`config.mk`:
```
export PLATFORM = sky130hd
export DESIGN_NAME = maxpool
export DESIGN_NICKNAME = d
export VERILOG_FILES = /design/src/rtl/maxpool.sv
export SDC_FILE = /design/constraint.sdc
export NUM_CORES = 1
export LEC_CHECK = 0
export ABC_AREA = 1
export BUFFER_PORTS_ARGS = -buffer_cell sky130_fd_sc_hd__buf_4
export CORE_ASPECT_RATIO = 0.5
export CORE_UTILIZATION = 35
export DETAILED_ROUTE_END_ITERATION = 10
export HOLD_SLACK_MARGIN = 0.03
export REMOVE_ABC_BUFFERS = 1
export SLEW_MARGIN = 30
export SYNTH_ARGS = -nofsm -noshare
export SYNTH_HDL_FRONTEND = slang
export SYNTH_SLANG_ARGS = --single-unit
```
`constraint.sdc`:
```
create_clock -name clk -period 5.15 [get_ports clk]
set_input_delay 0.2575 -clock clk [delete_from_list [all_inputs] [get_ports clk]]
set_output_delay 0.2575 -clock clk [all_outputs]
set_load 0.03 [all_outputs]
```
`src/rtl/maxpool.sv`:
```
// maxpool: pooling stage after conv/ReLU, one registered output pixel per clock.
// Max pooling by default; define POOL_AVG_EN for floor-average pooling.
module maxpool #(
    parameter int DATA_WIDTH  = 8,
    parameter int IN_SIZE     = 4,
    parameter int POOL_SIZE   = 2,
    parameter int POOL_STRIDE = 2
) (
    input  logic                  clk,
    input  logic                  reset,
    input  logic                  en,
    input  logic [DATA_WIDTH-1:0] pool_ifmap [IN_SIZE][IN_SIZE],
    output logic [DATA_WIDTH-1:0] pool_ofmap [(IN_SIZE-POOL_SIZE)/POOL_STRIDE+1]
                                             [(IN_SIZE-POOL_SIZE)/POOL_STRIDE+1],
    output logic                  pool_done
);

    localparam int OUT_SIZE = (IN_SIZE - POOL_SIZE) / POOL_STRIDE + 1;
    localparam int CW = (OUT_SIZE > 1) ? $clog2(OUT_SIZE) : 1;
    localparam int IW = (IN_SIZE > 1) ? $clog2(IN_SIZE) : 1;
    localparam logic [CW-1:0] LAST = CW'(OUT_SIZE - 1);

    typedef enum logic [1:0] {
        IDLE,
        PROCESS,
        DONE
    } state_t;

    state_t state;
    state_t next;

    logic [CW-1:0]         row;
    logic [CW-1:0]         col;
    logic                  wr;
    logic                  clr;
    logic                  last;
    logic [DATA_WIDTH-1:0] win_val;

    assign last      = (row == LAST) && (col == LAST);
    assign pool_done = (state == DONE);

`ifdef POOL_AVG_EN
    localparam int SH = 2 * $clog2(POOL_SIZE);
    localparam int SW = DATA_WIDTH + SH;

    logic [SW-1:0] sum;

    // Power-of-two window, so the floor average is a plain shift.
    always_comb begin
        sum = '0;
        for (int i = 0; i < POOL_SIZE; i++) begin
            for (int j = 0; j < POOL_SIZE; j++) begin
                sum = sum + SW'(pool_ifmap
                    [IW'(int'(row) * POOL_STRIDE + i)]
                    [IW'(int'(col) * POOL_STRIDE + j)]);
            end
        end
        win_val = DATA_WIDTH'(sum >> SH);
    end
`else
    logic [DATA_WIDTH-1:0] pix;

    always_comb begin
        win_val = '0;
        pix     = '0;
        for (int i = 0; i < POOL_SIZE; i++) begin
            for (int j = 0; j < POOL_SIZE; j++) begin
                pix = pool_ifmap
                    [IW'(int'(row) * POOL_STRIDE + i)]
                    [IW'(int'(col) * POOL_STRIDE + j)];
                if (pix > win_val) begin
                    win_val = pix;
                end
            end
        end
    end
`endif

    always_ff @(posedge clk or posedge reset) begin
        if (reset) begin
            state <= IDLE;
        end else begin
            state <= next;
        end
    end

    always_comb begin
        next = state;
        wr   = 1'b0;
        clr  = 1'b0;
        unique case (state)
            IDLE: begin
                if (en) begin
                    next = PROCESS;
                end
            end
            PROCESS: begin
                // en low pauses the scan in place.
                if (en) begin
                    wr = 1'b1;
                    if (last) begin
                        next = DONE;
                    end
                end
            end
            DONE: begin
                if (!en) begin
                    next = IDLE;
                    clr  = 1'b1;
                end
            end
            default: begin
                next = IDLE;
            end
        endcase
    end

    always_ff @(posedge clk or posedge reset) begin
        if (reset) begin
            row <= '0;
            col <= '0;
        end else if (clr) begin
            row <= '0;
            col <= '0;
        end else if (wr) begin
            if (col == LAST) begin
                col <= '0;
                row <= last ? '0 : row + 1'b1;
            end else begin
                col <= col + 1'b1;
            end
        end
    end

    always_ff @(posedge clk or posedge reset) begin
        if (reset) begin
            for (int r = 0; r < OUT_SIZE; r++) begin
                for (int c = 0; c < OUT_SIZE; c++) begin
                    pool_ofmap[r][c] <= '0;
                end
            end
        end else if (wr) begin
            pool_ofmap[row][col] <= win_val;
        end
    end

endmodule
```
# == Word-level counts from Yosys, hierarchy flattened ==
# Index checks and enable logic that the tools add are counted.
# word_totals
in_bits,131
elab_cells,86
ff_bits,36
# classes
n_mux,43
n_reduce_logical,8
n_lt_le_gt_ge,12
add_sub_neg,4
bitwise,6
n_eq_ne,6
# ops
op,count
32-bit binary-select mux with 2-bit select,2
32-bit 2-to-1 mux,4
8-bit 2-to-1 mux,13
8-bit binary-select mux with 2-bit select,4
32-bit bitwise mux,1
8-bit greater-than comparator,3
16-bit demux with 1-bit select,1
16-bit 2-to-1 mux,1
"2-bit by 3-bit >= comparator with 1-bit output, second input constant",4
1-bit 2-to-1 mux,11
8-bit demux with 1-bit select,1
"8-bit by 1-bit greater-than comparator with 1-bit output, second input constant",1
2-bit 2-to-1 mux,4
"2-bit != test, second input constant",4
2-bit inverter,4
2-bit case mux with 3 select lines,1
"2-bit by 1-bit adder with 2-bit output, second input constant",2
"2-bit >= comparator, second input constant",2
"2-bit by 1-bit < comparator with 1-bit output, second input constant",2
1-bit inverter with 2-bit output,2
4-bit AND reduction,1
2-bit nonzero test,2
1-bit logical AND,3
"1-bit adder, second input constant",2
4 further kinds,4

# == Logic depth before layout (Yosys ltp) ==
# logic_depth
word_depth,16
ltp_mapped,41

# == Worst setup path after synthesis ==
# Ideal clock, no wire load.
# synth_timing
path_type,register to register
start,register row
end,register pool_ofmap[12] in the netlist's numbering
path_stages_with_launch,38
setup_ns,0.118
synth_period_minus_slack_ns,4.708
setup_slack_ns,0.442
arrival_ns,4.591
n_path_buf,2
path_cell_list,dfrtp_1 buf_4 inv_2 nand2_2 inv_2 buf_6 nand2_1 nand2_1 nor2_1 ha_1 nand2_1 nor2_1 nand4_1 nand2_1 nand2_1 and2_1 ha_1 nor2_1 [2 not listed] nand2_1 nand2_1 nand2_1 inv_1 nand2_1 and2_1 ha_1 inv_1 nor2_1 o21ai_0 nand2_1 nand2_1 o211ai_1 nand2_1 inv_1 nand2_1 nand3_1 nand2_1
# synth_via
elab_chain_len,16
# synth_rtl
item,line_no,rtl
from (decl),32,logic [CW-1:0] row;
from (signal assigned),128,row <= last ? '0 : row + 1'b1;
2-bit inverter (implied by the code),68,pix = pool_ifmap
32-bit binary-select mux with 2-bit select,68,
32-bit 2-to-1 mux (implied by the code) (2 in series),68,
8-bit binary-select mux with 2-bit select,68,
8-bit 2-to-1 mux (implied by the code) (2 in series),68,
8-bit by 1-bit greater-than comparator with 1-bit output,71,if (pix > win_val) begin
8-bit 2-to-1 mux,71,
8-bit greater-than comparator,71,
8-bit 2-to-1 mux,71,
8-bit greater-than comparator,71,
8-bit 2-to-1 mux,71,
8-bit greater-than comparator,71,
8-bit 2-to-1 mux,71,
32-bit bitwise mux (*),143,pool_ofmap[row][col] <= win_val;
"to (signal, indexed assignment)",143,
to (decl),13,output logic [DATA_WIDTH-1:0] pool_ofmap [(IN_SIZE-POOL_SIZE)/POOL_STRIDE+1]
# Mark *: on every way between the ends. The rest lies on a longest branch, timed or not. The select of a mux whose other input is x is not followed.
# A chain may end at the register's enable or synchronous reset.

# == Worst setup path after layout ==
# layout_timing
start,register col
end,register pool_ofmap[17] in the netlist's numbering
# layout_via
elab_chain_len,13
# layout_rtl
item,line_no,rtl
from (decl),33,logic [CW-1:0] col;
from (signal assigned),130,col <= col + 1'b1;
2-bit inverter (implied by the code),68,
8-bit binary-select mux with 2-bit select,68,
8-bit 2-to-1 mux (implied by the code) (2 in series),68,
8-bit by 1-bit greater-than comparator with 1-bit output,71,
8-bit 2-to-1 mux,71,
8-bit greater-than comparator,71,
8-bit 2-to-1 mux,71,
8-bit greater-than comparator,71,
8-bit 2-to-1 mux,71,
8-bit greater-than comparator,71,
8-bit 2-to-1 mux,71,
32-bit bitwise mux (*),143,
# Marked as above.

==> summary.md <==
| Metric | Value |
|---|---|
| Outcome | finished, violations left |
| Violated checks | DRC |
| Post-synth top area cell | dfrtp_1 |
| Worst slew pin tran | 637.5 ps |
| Post-layout instance area | 5197 um^2 |
| Top delay family on crit path | simple AND/OR/NAND/NOR gates |
| Number of flops mapped to enable cells by yosys | 0 |
| Total CTS buffers | 5 |
| Die height | 70.16 um |
| Synth async-reset ratio | 1.000 |
| Via count | 3,930 |
| Most used DFF post-synth | dfrtp_1 |
| Sequential share of the synthesized area | 0.2770 |
| Vias in the first global route | 3,710 |
| Most frequent cell after synthesis | nand2_1 |
| Antenna diode count | 0 |
| Crit Path Max Fanout | 19 |
| DP HPWL | 8.749 mm |
| Antenna Nets Post-Route | 0 |
| Global-route wire length before repair | 17.99 mm |
| Routed Wire Length | 11.11 mm |
| Number of remaining DRC errors | 8 |
| Critical path launch point type | register |
| Post-synthesis cell type count | 28 |
| Max Cap Violations | 0 |
| Setup violators final | 0 |
| M3 GR Usage | 0.02058 |
| Post-Route Skew | 5.108 ps |
| Global route hottest layer | met2 |
| Mean Syn Cell Area | 6.364 um^2 |
| Initial drt markers | 210 |
| FF-to-FF setup slack | 300 ps |
| Wire per inst | 13.75 um |
| Share of cells above drive strength 1 | 0.3763 |
| Core area | 8859 um^2 |
| # clock sinks | 36 |
| Delay of the slowest cell on the worst path | 450 ps |
| Nets | 846 |
| Initial antenna violation count | 0 |
| Count of final hold-check violations | 0 |
| # port buffers | 163 |
| R2R cell count | 37 |
| Clock buffer depth | 2 |
| Critical path required time | 5310 ps |
| Instance count on the critical path | 37 |
| CTS tree | yes |
| GR met1 Demand/Resource | 0.3338 |
| # rows | 24 |
| Placed standard-cell area | 4653 um^2 |
| H-tree depth | 2 |
| Die W | 138.3 um |
| Clock root cell | clkbuf_16 |
| Synth top area share | 0.2770 |
| Post-DR vias/cell | 4.864 |
| Flop and latch count out of synthesis | 36 |
| CP arrival | 5010 ps |
| Met2 Use GR | 0.3734 |
| Crit path max-delay cell type | dfrtp_2 |
| Gr ovfl total | 0 |
| Starting Density | 0.3671 |
| I/O Pins | 164 |
| Tcrit/Tclk final | 0.9418 |
| Routability congestion estimate | 0.8763 |
| Worst r2r src | col |
| Slew Viols, Final | 0 |
| Cell repeated most along the worst path | nand2_1 |
| Cell Area, Synth | 3252 um^2 |
| Synth Warn # | 0 |
| Maximum clock rate | 206.2 MHz |
| GRT Total Usage | 0.2291 |
| Synth top area cells | dfrtp_1, nand2_1, nand3_1 |
| Clock Latency Late Sink | 270 ps |
| Synth Instances | 511 |
| Pre-antenna DRT Iters | 7 |
| CP endpoint kind | register |
| Largest net degree at the start of global routing | 37 |
| Filler Cell Count | 884 |
| Fin crit period | 4850 ps |
| Synth top cells by count | nand2_1, nand3_1, nor2_1 |
| Area delta synth->final | 59.83% |
| Clock transition at the registers of the reported paths | 50 ps |
| RR Endpoint | pool_ofmap[17] |
| CP Class | register to register |
| Rel. slew slack | 0.5734 |
| WP buf/inv | 8 |
| Die area | 9704 um^2 |
| Hold WC Path Type | input port to async pin |
## through the flow
step | utilization | hold WS (ps) | setup TNS, ps | worst slack, ps | cells
after floorplan | - | 362.7 | -7546 | -268.4 | 500
after global placement | 0.5253 | 398.6 | 0 | 88.96 | 795
after detailed placement | 0.5253 | 399.0 | 0 | 45.88 | 795
after CTS | 0.5425 | 105.7 | 0 | 19.00 | 802
after global routing | 0.5867 | 148.9 | -1742 | -83.77 | 808
final | 0.5867 | 89.10 | 0 | 299.6 | 808
## timing repair
item / 4_1_cts / 5_1_grt
buffers inserted: 0 / 6
endpoints found under the setup margin: 0 / 32
resized for setup: 0 / 81
hold buffers: 0 / 0
## worst register-to-register path, delay by kind of cell, from the launching register on
kind | cells | cell delay, ps
buffers and inverters | 8 | 1000
adders and majority gates | 3 | 830
and+or+nand+nor | 23 | 2270
AOI/OAI and AO/OA | 3 | 220
DFF | 1 | 450
## layout by cell type (no fill, tap or decap), drive strengths merged, types with 7 or more instances in the layout
cell / Yosys / routed
and2: 8 / 8
a21oi: 10 / 10
buf: 10 / 184
dfrtp: 36 / 36
ha: 24 / 24
nor2: 43 / 43
nand3: 65 / 65
clkbuf: 1 / 7
o21ai: 7 / 7
inv: 40 / 40
a22oi: 20 / 20
nand2: 229 / 229
nand4: 7 / 7
## cell families after synthesis
kind of cell / Yosys count / synth area share
fa+ha+maj: 24 / 0.09234
simple gates: 355 / 0.4613
flops: 36 / 0.2770
compound gates: 42 / 0.09388
buf+inv: 54 / 0.07541
## metal layers
metal	part of all wire	wire length, um	vias up
met2	0.46	5097	116
met3	0.041	454	8
met1	0.49	5466	1785
met4	0.0081	90	0
met5	0	0	-
li1	-	-	2021
## area by class of cell
class	instances	area (um^2)	area share
Sequential cell	36	903.4	0.1738
Inverter	43	178.9	0.03442
Clock buffer	7	152.6	0.02937
Multi-Input combinational cell	421	2407	0.4632
Tap cell	117	146.4	0.02817
Timing Repair Buffer	184	1409	0.2711
## sequential cells by signal (all words and copies together), names as in the netlist
name and count:
pool_ofmap 32, state 2, col 1, row 1
## how the worst max path moves through the flow
| stage | from | endpoint | slack [ps] |
|---|---|---|---|
| floorplan | row | pool_ofmap[12] | -270 |
| global placement | row | pool_ofmap[4] | 90 |
| detailed placement | row | pool_ofmap[31] | 50 |
| CTS | row | pool_ofmap[23] | 20 |
| global route | col | pool_ofmap[14] | -80 |
| finish | col | pool_ofmap[17] | 300 |
Power is left out: the tool's default activity adds up to more than one toggle a clock period on the data nets, which glitch-free logic cannot reach.
